[config.mk]
export PLATFORM = sky130hd
export DESIGN_NAME = maxpool2x2_flat
export DESIGN_NICKNAME = d
export VERILOG_FILES = /design/src/rtl/maxpool2x2_if.sv /design/src/rtl/maxpool2x2.sv /design/src/flat_wrapper.sv
export SDC_FILE = /design/constraint.sdc
export NUM_CORES = 1
export LEC_CHECK = 0
export ABC_CLOCK_PERIOD_IN_PS = 5700
export BUFFER_PORTS_ARGS = -buffer_cell sky130_fd_sc_hd__buf_2
export CORE_MARGIN = 2
export CORE_UTILIZATION = 56
export CTS_CLUSTER_SIZE = 30
export DETAILED_ROUTE_END_ITERATION = 10
export MAX_ROUTING_LAYER = met4
export PLACE_DENSITY = 0.81
export SLEW_MARGIN = 20
export SYNTH_ARGS = -nofsm -noshare
export SYNTH_HDL_FRONTEND = slang
export SYNTH_SLANG_ARGS = --single-unit
[constraint.sdc]
create_clock -name clk -period 5.7 [get_ports clk]
set_input_delay 0.285 -clock clk [delete_from_list [all_inputs] [get_ports clk]]
set_output_delay 0.285 -clock clk [all_outputs]
set_load 0.01 [all_outputs]
[src/rtl/maxpool2x2_if.sv]
// Pixel stream between the ReLU stage, the 2x2 max-pool stage and the next layer.
// The master drives pixels in and observes pooled results. The slave is the pooling block.
interface maxpool2x2_if #(
  parameter int INPUT_NUM = 6,
  parameter int WDP       = 9
);
  logic                     en;
  logic [WDP*INPUT_NUM-1:0] data_i;
  logic                     q_en;
  logic [WDP*INPUT_NUM-1:0] q;
  logic                     frame_done;

  modport master (output en, data_i, input q_en, q, frame_done);
  modport slave  (input en, data_i, output q_en, q, frame_done);
endinterface

[src/rtl/maxpool2x2.sv]
// Streaming 2x2 / stride-2 max-pooling over INPUT_NUM parallel signed planes.
// Pixels arrive in raster order, one per en cycle, with no backpressure.
// The horizontal pair max goes into a half-width line buffer on even rows.
// On odd rows, that buffer entry is combined with the new pair to form the pooled output.
module maxpool2x2 #(
  parameter int INPUT_NUM = 6,
  parameter int WDP       = 9,
  parameter int IMG_W     = 24,
  parameter int IMG_H     = 24
) (
  input  logic         clk,
  input  logic         rstn,
  input  logic         clr,
  maxpool2x2_if.slave  bus
);
  localparam int DW = WDP * INPUT_NUM;
  localparam int CW = (IMG_W > 2) ? $clog2(IMG_W) : 1;
  localparam int RW = (IMG_H > 2) ? $clog2(IMG_H) : 1;
  localparam int HW = (IMG_W > 2) ? $clog2(IMG_W / 2) : 1;

  if (IMG_W < 2 || (IMG_W % 2) != 0) begin : g_bad_img_w
    $error("maxpool2x2: IMG_W must be even and >= 2");
  end
  if (IMG_H < 2 || (IMG_H % 2) != 0) begin : g_bad_img_h
    $error("maxpool2x2: IMG_H must be even and >= 2");
  end

  typedef logic signed [WDP-1:0] sample_t;

  function automatic sample_t smax(input sample_t a, input sample_t b);
    return (a > b) ? a : b;
  endfunction

  logic [CW-1:0] col;
  logic [RW-1:0] row;
  logic [HW-1:0] half;
  logic          accept;
  logic          col_odd;
  logic          row_odd;
  logic          col_last;
  logic          row_last;

  sample_t       hold [INPUT_NUM];
  sample_t       lbuf [INPUT_NUM][IMG_W/2];
  sample_t       d    [INPUT_NUM];
  sample_t       h    [INPUT_NUM];
  sample_t       m    [INPUT_NUM];
  logic [DW-1:0] q_nxt;

  // Decode the current pixel position. A clr cycle never accepts its pixel.
  always_comb begin
    accept   = bus.en && !clr;
    col_odd  = col[0];
    row_odd  = row[0];
    col_last = (col == CW'(IMG_W - 1));
    row_last = (row == RW'(IMG_H - 1));
    half     = HW'(col >> 1);
  end

  // Unpack the planes and compute the horizontal pair max and the full window max.
  always_comb begin
    // NOTE: q_nxt gets a default before the loop, so no path leaves it unassigned and no latch is inferred.
    q_nxt = '0;
    for (int p = 0; p < INPUT_NUM; p++) begin
      d[p] = sample_t'(bus.data_i[DW-1-p*WDP -: WDP]);
      h[p] = smax(hold[p], d[p]);
      m[p] = smax(lbuf[p][half], h[p]);
      q_nxt[DW-1-p*WDP -: WDP] = m[p];
    end
  end

  // Track the raster position. Bubbles leave it unchanged, and clr restarts the frame.
  always_ff @(posedge clk or negedge rstn) begin
    // NOTE: all state in always_ff uses non-blocking assignments, so every reader sees the pre-edge value.
    if (!rstn) begin
      col <= '0;
      row <= '0;
    end else if (clr) begin
      col <= '0;
      row <= '0;
    end else if (bus.en) begin
      if (col_last) begin
        col <= '0;
        row <= row_last ? '0 : row + 1'b1;
      end else begin
        col <= col + 1'b1;
      end
    end
  end

  // Capture the left pixel of each horizontal pair.
  always_ff @(posedge clk or negedge rstn) begin
    if (!rstn) begin
      for (int p = 0; p < INPUT_NUM; p++) hold[p] <= '0;
    end else if (accept && !col_odd) begin
      for (int p = 0; p < INPUT_NUM; p++) hold[p] <= d[p];
    end
  end

  // Store the top-row pair max for the window directly below.
  // NOTE: the line buffer has no reset. Every entry is written on an even row before an odd row reads it.
  always_ff @(posedge clk) begin
    if (accept && col_odd && !row_odd) begin
      for (int p = 0; p < INPUT_NUM; p++) lbuf[p][half] <= h[p];
    end
  end

  // Register the pooled pixel, its valid pulse and the end-of-frame flag.
  always_ff @(posedge clk or negedge rstn) begin
    if (!rstn) begin
      bus.q_en       <= 1'b0;
      bus.frame_done <= 1'b0;
      bus.q          <= '0;
    end else begin
      bus.q_en       <= accept && col_odd && row_odd;
      bus.frame_done <= accept && col_last && row_last;
      if (accept && col_odd && row_odd) bus.q <= q_nxt;
    end
  end
endmodule

[src/flat_wrapper.sv]
// flat-port wrapper written by rule: the top's interface ports become plain ports
module maxpool2x2_flat 
#(
  parameter int INPUT_NUM = 6,
  parameter int WDP       = 9,
  parameter int IMG_W     = 24,
  parameter int IMG_H     = 24
)
  (clk, rstn, clr, bus_en, bus_data_i, bus_q_en, bus_q, bus_frame_done);
  maxpool2x2_if #(.INPUT_NUM(INPUT_NUM), .WDP(WDP)) bus_i ();
  input  logic clk;
  input  logic rstn;
  input  logic clr;
  input wire logic [$bits(bus_i.en)-1:0] bus_en;
  input wire logic [$bits(bus_i.data_i)-1:0] bus_data_i;
  output wire logic [$bits(bus_i.q_en)-1:0] bus_q_en;
  output wire logic [$bits(bus_i.q)-1:0] bus_q;
  output wire logic [$bits(bus_i.frame_done)-1:0] bus_frame_done;
  assign bus_i.en = bus_en;
  assign bus_i.data_i = bus_data_i;
  assign bus_q_en = bus_i.q_en;
  assign bus_q = bus_i.q;
  assign bus_frame_done = bus_i.frame_done;
  maxpool2x2 #(.INPUT_NUM(INPUT_NUM), .WDP(WDP), .IMG_W(IMG_W), .IMG_H(IMG_H)) u_core (.clk(clk), .rstn(rstn), .clr(clr), .bus(bus_i));
endmodule
Word level (Yosys, flattened, before mapping)
Memories as Yosys holds them, arrays and structs flattened.
Index checks and enable logic that the tools add are counted.
{ "op_classes": {"addsub": 2, "n_lt_le_gt_ge": 14, "n_eq_ne": 2, "mux": 41, "bitwise_logic": 1, "reduce_logical": 14} }
{ "ops": {"columns": ["operator", "count"], "rows": [
  ["$mux W9", 25],
  ["$bmux W9 S4", 6],
  ["$gt A9 B9 Y1", 12],
  ["$mux W108", 1],
  ["$demux W9 S4", 1],
  ["$mux W5", 7],
  ["$add A5 B1 Y5 const B", 2],
  ["$eq A5 B5 Y1 const B", 2],
  ["$logic_and A1 B1 Y1", 8],
  ["$ge A5 B5 Y1 const B", 1],
  ["$lt A5 B1 Y1 const B", 1],
  ["$not A4 Y5", 1],
  ["$reduce_bool A2 Y1", 2],
  ["$logic_not A1 Y1", 3],
  ["$reduce_and A2 Y1", 1],
  ["$mux W1", 1]
]} }
{ "totals": {"reg_bits": 120, "ramBits": 648, "word_cells": 86, "mem_count": 1} }
{ "mem_list": {"columns": ["memory", "words", "width", "rd", "rd_clocked_by_memory_dff", "wr", "line_no", "text"], "rows": [
  ["u_core.lbuf", 6, 108, 6, 0, 6, "maxpool2x2.sv:44", "sample_t lbuf [INPUT_NUM][IMG_W/2];"]
]} }

Logic depth before layout (Yosys ltp)
Gate-level depths: netlist of run 1.
{ "depth": {"depth_word": 6, "mapped_depth": 16, "mapped_depth_nobuf": 14} }

Worst setup path after synthesis of run 1
OpenSTA, ideal clock, no wires.
{ "synth_timing": {"path_kind": "reg-to-reg", "start": "register u_core.col[3]", "end": "memory u_core.lbuf[0][27] (netlist bit), enable pin", "t_arrival_ns": 5.077, "required_time_ns": 5.168, "slack_ns": 0.091, "stages_incl_launch_ff": 7, "period_less_slack_ns": 5.609, "cell_sequence": "dfrtp_1 -> clkbuf_1 -> nor2b_1 -> clkbuf_1 -> clkbuf_1 -> nand2_1 -> nor3_1"} }
{ "synth_lines": {"columns": ["item", "line_no", "text"], "rows": [
  ["start, declared", "maxpool2x2.sv:34", "logic [CW-1:0] col;"],
  ["start signal, assigned", "maxpool2x2.sv:86", "col <= col + 1'b1;"],
  ["end, declared", "maxpool2x2.sv:44", null]
]} }

Worst setup path in the final report of run 1
{ "layout_timing": {"start": "input port bus_data_i[53]", "end": "register u_core.bus.q[48]"} }
{ "layout_between": {"elab_chain_len": 4} }
{ "layout_rtl": {"columns": ["item", "line_no", "text"], "rows": [
  ["start, declared", "flat_wrapper.sv:15", "input wire logic [$bits(bus_i.data_i)-1:0] bus_data_i;"],
  ["$gt A9 B9 Y1", "maxpool2x2.sv:31", "return (a > b) ? a : b;"],
  ["$mux W9 (*)", "maxpool2x2.sv:31", null],
  ["$gt A9 B9 Y1", "maxpool2x2.sv:31", null],
  ["$mux W9 (*)", "maxpool2x2.sv:31", null],
  ["end signal, assigned", "maxpool2x2.sv:117", "if (accept && col_odd && row_odd) bus.q <= q_nxt;"],
  ["end, declared", "maxpool2x2_if.sv:14", "modport slave (input en, data_i, output q_en, q, frame_done);"]
]} }
Every way passes the cells marked *; elsewhere a longest branch is shown, timed or not.
A chain may end at the register's enable or synchronous reset.

==> summary.txt, run 1 <==
outcome: finished, final reports clean
Routed WL per cell: 26.9 um
core area: 0.0604 sq mm
Simple-Gate Fraction of Synth Area: 6.42%
clock buffer depth: 3
cell row count: 90
CP Launch Type: input port
Root Buffer Master: clkbuf_16
final antenna-violating net count: 0
fin. max-slew vios: 0
initial antenna violation count: 1
clock sink count: 768
Seq/Total Area, Yosys: 65.8%
hpwl dp: 50.3 mm
Reg clk slew, reported paths: 0.06 ns
chip height: 251 um
DRC viols: 0
fin crit share: 89.4%
met3 WL: 9.00 mm
crit path time final: 5.09 ns
EDFF count, synth: 648
Hold Path Stages: 2
Initial Utilization: 56.6%
CTS tree: done
ys async rst share: 15.6%
drt total wl: 85.1 mm
placer congestion estimate: 0.924
largest area contributor in the netlist: edfxtp_1
Lkg Pwr: 0.0139 uW
Final Setup Violations: 0
Die Width: 251 um
RSZ-0062 raised after global routing: no
Max Cap Viol: 0
CP arrival: 5.55 ns
Mean Syn Cell Area: 15.9 sq um
Layout area overhead: 13.5%
Adder-Cell Fraction of Synth Area: 4.03%
Post-Place Cell Area: 0.0358 sq mm
Slew @ Worst Pin: 1.05 ns
top sig layer: met4
largest family of logic cells by synthesized area: multiplexers
Design Area, Final: 0.0388 sq mm
TritonCTS Buffers: 74
Setup TNS Final: 0 ns
clock latency on the worst-skew pair: 0.62 ns
post-synthesis cell count: 2154
H-tree levels: 3
fmax: 196 MHz
grt ovf: 0
first-pass GRT wire length: 128 mm
# diodes: 0
Netlist cell types: 73
Hold Vio Cnt, Final: 0
vias in the first global route: 21037
Syn Nets: 2322
relative slew slack: 29.6%
Worst Setup Path Type: in -> reg
share of cells above drive strength 1: 22.5%
Cell Count Post-Placement: 2981
I/O Buffers: 113
Post-CTS Setup Inserts: 0
Post-Synth XOR/XNOR Area: 0.0769%
flops & latches, synth: 768
fin nets: 2495
Ys Warns: 0
mux share of post-synthesis cell area: 13.6%
Area contributors post-synth: edfxtp_1 57%, mux4_2 11%, dfrtp_1 8.8%
initial drt markers: 2433
Core Util, Final: 64.2%
Finished Layout Cells: 3170
CP Data Required Time: 6.16 ns
IO Count: 114
post-cts gate resize count: 0
pin count of the biggest net entering global routing: 77
die area: 0.0630 sq mm
Pre-Repair DR Iteration Count: 5
Post-synth top flop: edfxtp_1
maximum VDD drop: 0.196 mV
worst clock skew: 0.0189 ns
critical path capture point type: register
WL met2: 40.5 mm
Hold Path Class: in -> reg
GR Util All Layers: 28.2%
R2R depth: 12
Metal-1 WL: 33.8 mm
Via density: 6.60
PwrDens: 366 mW/mm^2
vias: 20908
Crit Path Max Fanout: 16
Yosys top cell area share: 57.0%
Synth Area in Compound Gates: 7.45%
synthesized cell area: 0.0342 sq mm
[where the power goes]
part / internal (uW) / switching [uW] / leakage, uW
clock network: 2810 / 2120 / 0.00120
logic: 802 / 1650 / 0.00530
registers: 6710 / 98.6 / 0.00741
total: 10300 / 3870 / 0.0139
[worst paths after layout]
path,from,endpoint,slack (ns)
worst max-delay path,bus_data_i[53],u_core.bus.q[48],0.61
worst min-delay path,bus_data_i[38],u_core.hold[38],0.03
worst max register to register,u_core.hold[53],u_core.bus.q[48],0.62
worst min register to register,u_core.row[4],u_core.row[4],0.49
max in group asynchronous,rstn,u_core.hold[26],4.20
min in group asynchronous,rstn,u_core.hold[9],0.27
[cells in the mapped netlist (51+ instances only)]
| cell type | instances |
|---|---|
| clkbuf_1 | 71 |
| dfrtp_1 | 120 |
| edfxtp_1 | 648 |
| ha_1 | 110 |
| inv_1 | 117 |
| mux4_2 | 162 |
| nand2_1 | 179 |
| nand3_1 | 82 |
| nor2_1 | 64 |
| o211ai_1 | 51 |
| o21ai_0 | 55 |
[flip-flops by register name, summed over array words and instances (netlist names)]
register               flops
u_core.lbuf              648
u_core.bus.q              54
u_core.hold               54
u_core.col                 5
u_core.row                 5
u_core.bus.frame_done      1
u_core.bus.q_en            1
[metrics by stage]
stage          hold WS [ns]  total power [uW]  setup WS (ns)
2_1_floorplan       -0.0106              8540         0.0910
3_3_place_gp          0.373              9120          0.933
3_5_place_dp          0.374              9260          0.804
4_1_cts             0.00299             14200          0.811
5_1_grt              0.0288             14700          0.287
6_report             0.0283             14200          0.606
[layout make-up]
type / instances / area (sq um)
Clock buffer: 108 / 2130
Clock inverter: 29 / 309
Fill cell: 3990 / 21600
Inverter: 119 / 447
Multi-Input combinational cell: 1159 / 10900
Sequential cell: 768 / 22500
Tap cell: 782 / 978
Timing Repair Buffer: 205 / 1510
[cell usage in the layout (no fill, tap or decap), types with 22 or more instances in the layout]
cell and count:
a21oi_1 50, a22oi_1 30, buf_2 112, buf_4 31, clkbuf_1 22, clkbuf_16 77, dfrtp_1 118, dlygate4sd3_1 52
edfxtp_1 648, ha_1 110, inv_1 117, mux2_2 50, mux2i_1 44, mux4_2 162, nand2_1 179, nand2b_1 42
nand3_1 81, nand4_1 23, nor2_1 54, o211ai_1 51, o21ai_0 55
[repair_timing]
item	4_1_cts	5_1_grt
setup endpoints to repair	0	0
hold endpoints to repair	131	0
hold buffers	52	0
[logic make-up (layout without fill, tap and decap cells)]
family	count (synthesis)	after routing
DFF	768	768
and+or+nand+nor	454	454
AOI/OAI and AO/OA	336	336
muxes	256	256
buffers and inverters	227	461
adders and majority gates	110	110
xor gates and xnor gates	3	3
[routing by layer]
layer | global-route usage, % | vias up
li1 | - | 8875
met5 | - | -
met4 | 8.11 | 0
met3 | 5.18 | 164
met1 | 38.9 | 10653
met2 | 43.6 | 1216
[critical path: stages]
cell,delay (ns)
dlygate4sd3_1,0.56
buf_2,0.15
inv_1,0.05
ha_1,0.55
nand4_1,0.26
or3_1,0.60
and3_1,0.34
a221oi_1,0.87
ha_1,0.38
nand2_1,0.08
or3_1,0.10
o211ai_1,0.10
a21oi_1,0.72
nand2b_1,0.36
o211ai_1,0.13
Note: power is estimated with default switching activity, not from simulation.
==> inputs of run 2 (changes only) <==
--- a/config.mk
+++ b/config.mk
@@ -13,6 +13,7 @@
 export DETAILED_ROUTE_END_ITERATION = 10
 export MAX_ROUTING_LAYER = met4
 export PLACE_DENSITY = 0.81
+export RECOVER_POWER = 25
 export SLEW_MARGIN = 20
 export SYNTH_ARGS = -nofsm -noshare
 export SYNTH_HDL_FRONTEND = slang
==> summary.txt, run 2 (same netlist as run 1, synthesis figures left out) <==
outcome: finished, violations left (was finished, final reports clean)
violated checks: capacitance limit, slew limit
Clock power frac: 34.7% (about the same)
R2R depth: 5 (was 12)
Hold Path Class: in -> reg (unchanged)
clock latency on the worst-skew pair: 0.63 ns (was 0.62 ns)
worst reg2reg startpoint: u_core.col[3] (was u_core.hold[53])
drt total wl: 85.0 mm (was 85.1 mm)
Initial Utilization: 56.6% (unchanged)
Via density: 6.60 (about the same)
chip height: 251 um (unchanged)
Pre-Repair DR Iteration Count: 6 (was 5)
relative slew slack: -89.0% (was 29.6%)
fill count: 4042 (was 3990)
critical path capture point type: register (unchanged)
Levels on crit path: 15 (unchanged)
placer congestion estimate: 0.924 (unchanged)
maximum VDD drop: 0.196 mV (about the same)
Hold Vio Cnt, Final: 0 (unchanged)
Worst R2R Setup Slack: 0.64 ns (was 0.62 ns)
Post-CTS Setup Inserts: 0 (unchanged)
I/O Buffers: 113 (unchanged)
Comb power frac: 17.3% (about the same)
Reg clk slew, reported paths: 0.06 ns (about the same)
fin. max-slew vios: 312 (was 0)
Psw: 3870 uW (about the same)
Core Util, Final: 64.0% (was 64.2%)
sequential power share: 48.0% (about the same)
most common cell after layout, fill and taps aside: edfxtp_1 (unchanged)
CP Data Required Time: 6.16 ns (about the same)
Cell Count Post-Placement: 2981 (unchanged)
first-pass GRT wire length: 128 mm (unchanged)
DRC viols: 0 (unchanged)
Finished Layout Cells: 3170 (unchanged)
Critical Path End: u_core.bus.q[48] (unchanged)
clock buffer depth: 3 (unchanged)
CP Launch Type: input port (unchanged)
share of cells above drive strength 1: 19.4% (was 22.5%)
Max Cap Viol: 11 (was 0)
Pint: 10300 uW (about the same)
Worst Setup SP: bus_data_i[53] (unchanged)
core area: 0.0604 sq mm (unchanged)
Setup TNS Final: 0 ns (unchanged)
initial drt markers: 2491 (was 2433)
Lkg Pwr: 0.0136 uW (was 0.0139 uW)
Reg with most FFs: u_core.lbuf (unchanged)
fin nets: 2495 (unchanged)
crit path time final: 5.06 ns (was 5.09 ns)
Crit Path Max Fanout: 16 (unchanged)
CP arrival: 5.52 ns (was 5.55 ns)
pin count of the biggest net entering global routing: 77 (unchanged)
fin crit share: 88.8% (was 89.4%)
H-tree levels: 3 (unchanged)
max reg flops: 648 (unchanged)
Switching Share: 27.3% (about the same)
Die Width: 251 um (unchanged)
hpwl dp: 50.3 mm (unchanged)
Routed WL per cell: 26.8 um (was 26.9 um)
TritonCTS Buffers: 74 (unchanged)
max incr delay on CP: 0.82 ns (was 0.87 ns)
Top delay family on crit path: compound AO/OA/AOI/OAI gates (unchanged)
WP buf/inv: 3 (unchanged)
Layout area overhead: 13.1% (was 13.5%)
Slowest-stage cell, CP: a221oi_1 (unchanged)
fmax: 198 MHz (was 196 MHz)
pre-CTS setup slack: 0.804 ns (unchanged)
vias: 20930 (was 20908)
clock sink count: 768 (unchanged)
initial antenna violation count: 1 (unchanged)
die area: 0.0630 sq mm (unchanged)
slack of the critical path: 0.637 ns (was 0.606 ns)
Slew @ Worst Pin: 2.84 ns (was 1.05 ns)
Final Setup Violations: 0 (unchanged)
worst-path cell chain: dlygate4sd3_1, buf_2, inv_1, ha_1, nand4_1, or3_1, and3_1, a221oi_1, ha_1, nand2_1, or3_1, o211ai_1, a21oi_1, nand2b_1, o211ai_1 (unchanged)
final antenna-violating net count: 0 (unchanged)
cell row count: 90 (unchanged)
Worst Setup Path Type: in -> reg (unchanged)
worst clock skew: 0.0200 ns (was 0.0189 ns)
CTS tree: done (unchanged)
Root Buffer Master: clkbuf_16 (unchanged)
# diodes: 0 (unchanged)
RSZ-0062 raised after global routing: no (unchanged)
grt ovf: 0 (unchanged)
PwrDens: 368 mW/mm^2 (was 366 mW/mm^2)
reg2reg end: u_core.lbuf[0][29] (was u_core.bus.q[48])
IO Count: 114 (unchanged)
registers with the most flip-flops: u_core.lbuf x648, u_core.bus.q x54, u_core.hold x54 (unchanged)
GR Util All Layers: 28.2% (unchanged)
vias in the first global route: 21037 (unchanged)
most frequent cells in the layout: 648 x edfxtp_1, 179 x nand2_1, 162 x mux4_2 (unchanged)
## run 2: changes by cell type in the layout (fill, tap and decap cells not counted), sizes merged
cell / previous run / this run
buf: 153 / 85
clkbuf: 108 / 176
## run 2: cell type report
cell class,instances,area [sq um],area share [%]
Clock buffer,108,2130,5.52
Clock inverter,29,309,0.800
Inverter,119,447,1.16
Multi-Input combinational cell,1159,10900,28.2
Sequential cell,768,22500,58.2
Tap cell,782,978,2.53
Timing Repair Buffer,205,1390,3.61
## run 2: worst min-delay path by stage
stage	startpoint	endpoint	slack, ns	depth (start not counted)
6_report	bus_data_i[43]	u_core.hold[43]	0.03	2
3_5_place_dp	rstn	u_core.hold[9]	0.37	1
3_3_place_gp	rstn	u_core.hold[9]	0.37	1
4_1_cts	bus_data_i[43]	u_core.hold[43]	0.003	2
5_1_grt	bus_data_i[47]	u_core.hold[47]	0.03	2
2_1_floorplan	rstn	u_core.bus.frame_done	-0.01	0
## run 2: routing by layer
layer / vias to the layer above / global-route usage, % / routed length [um] / share of wire [%]
met3: 164 / 5.18 / 8570 / 10
met4: 0 / 8.11 / 1850 / 2.2
met5: - / - / 0 / 0
met2: 1232 / 43.6 / 40800 / 48
li1: 8872 / - / - / -
met1: 10662 / 38.9 / 33800 / 40
## run 2: stage by stage
stage	total power (uW)	instance area [sq um]	hold WS (ns)
floorplan	8540	34200	-0.0106
global placement	9120	35800	0.373
detailed placement	9260	35800	0.374
CTS	14200	38700	0.00299
global route	14700	38600	0.0290
finish	14200	38600	0.0271
## run 2: repair_timing
item,CTS,global route
endpoints found under the hold margin,131,0
hold buffers,52,0
resized for setup,0,0
## run 2: power by group through the flow
stage | registers [uW] | logic [uW] | clock network, uW
2_1_floorplan | 6870 | 1670 | 0
3_3_place_gp | 6910 | 2210 | 0
3_5_place_dp | 6920 | 2340 | 0
4_1_cts | 6800 | 2390 | 4980
5_1_grt | 6820 | 2690 | 5200
6_report | 6810 | 2460 | 4930
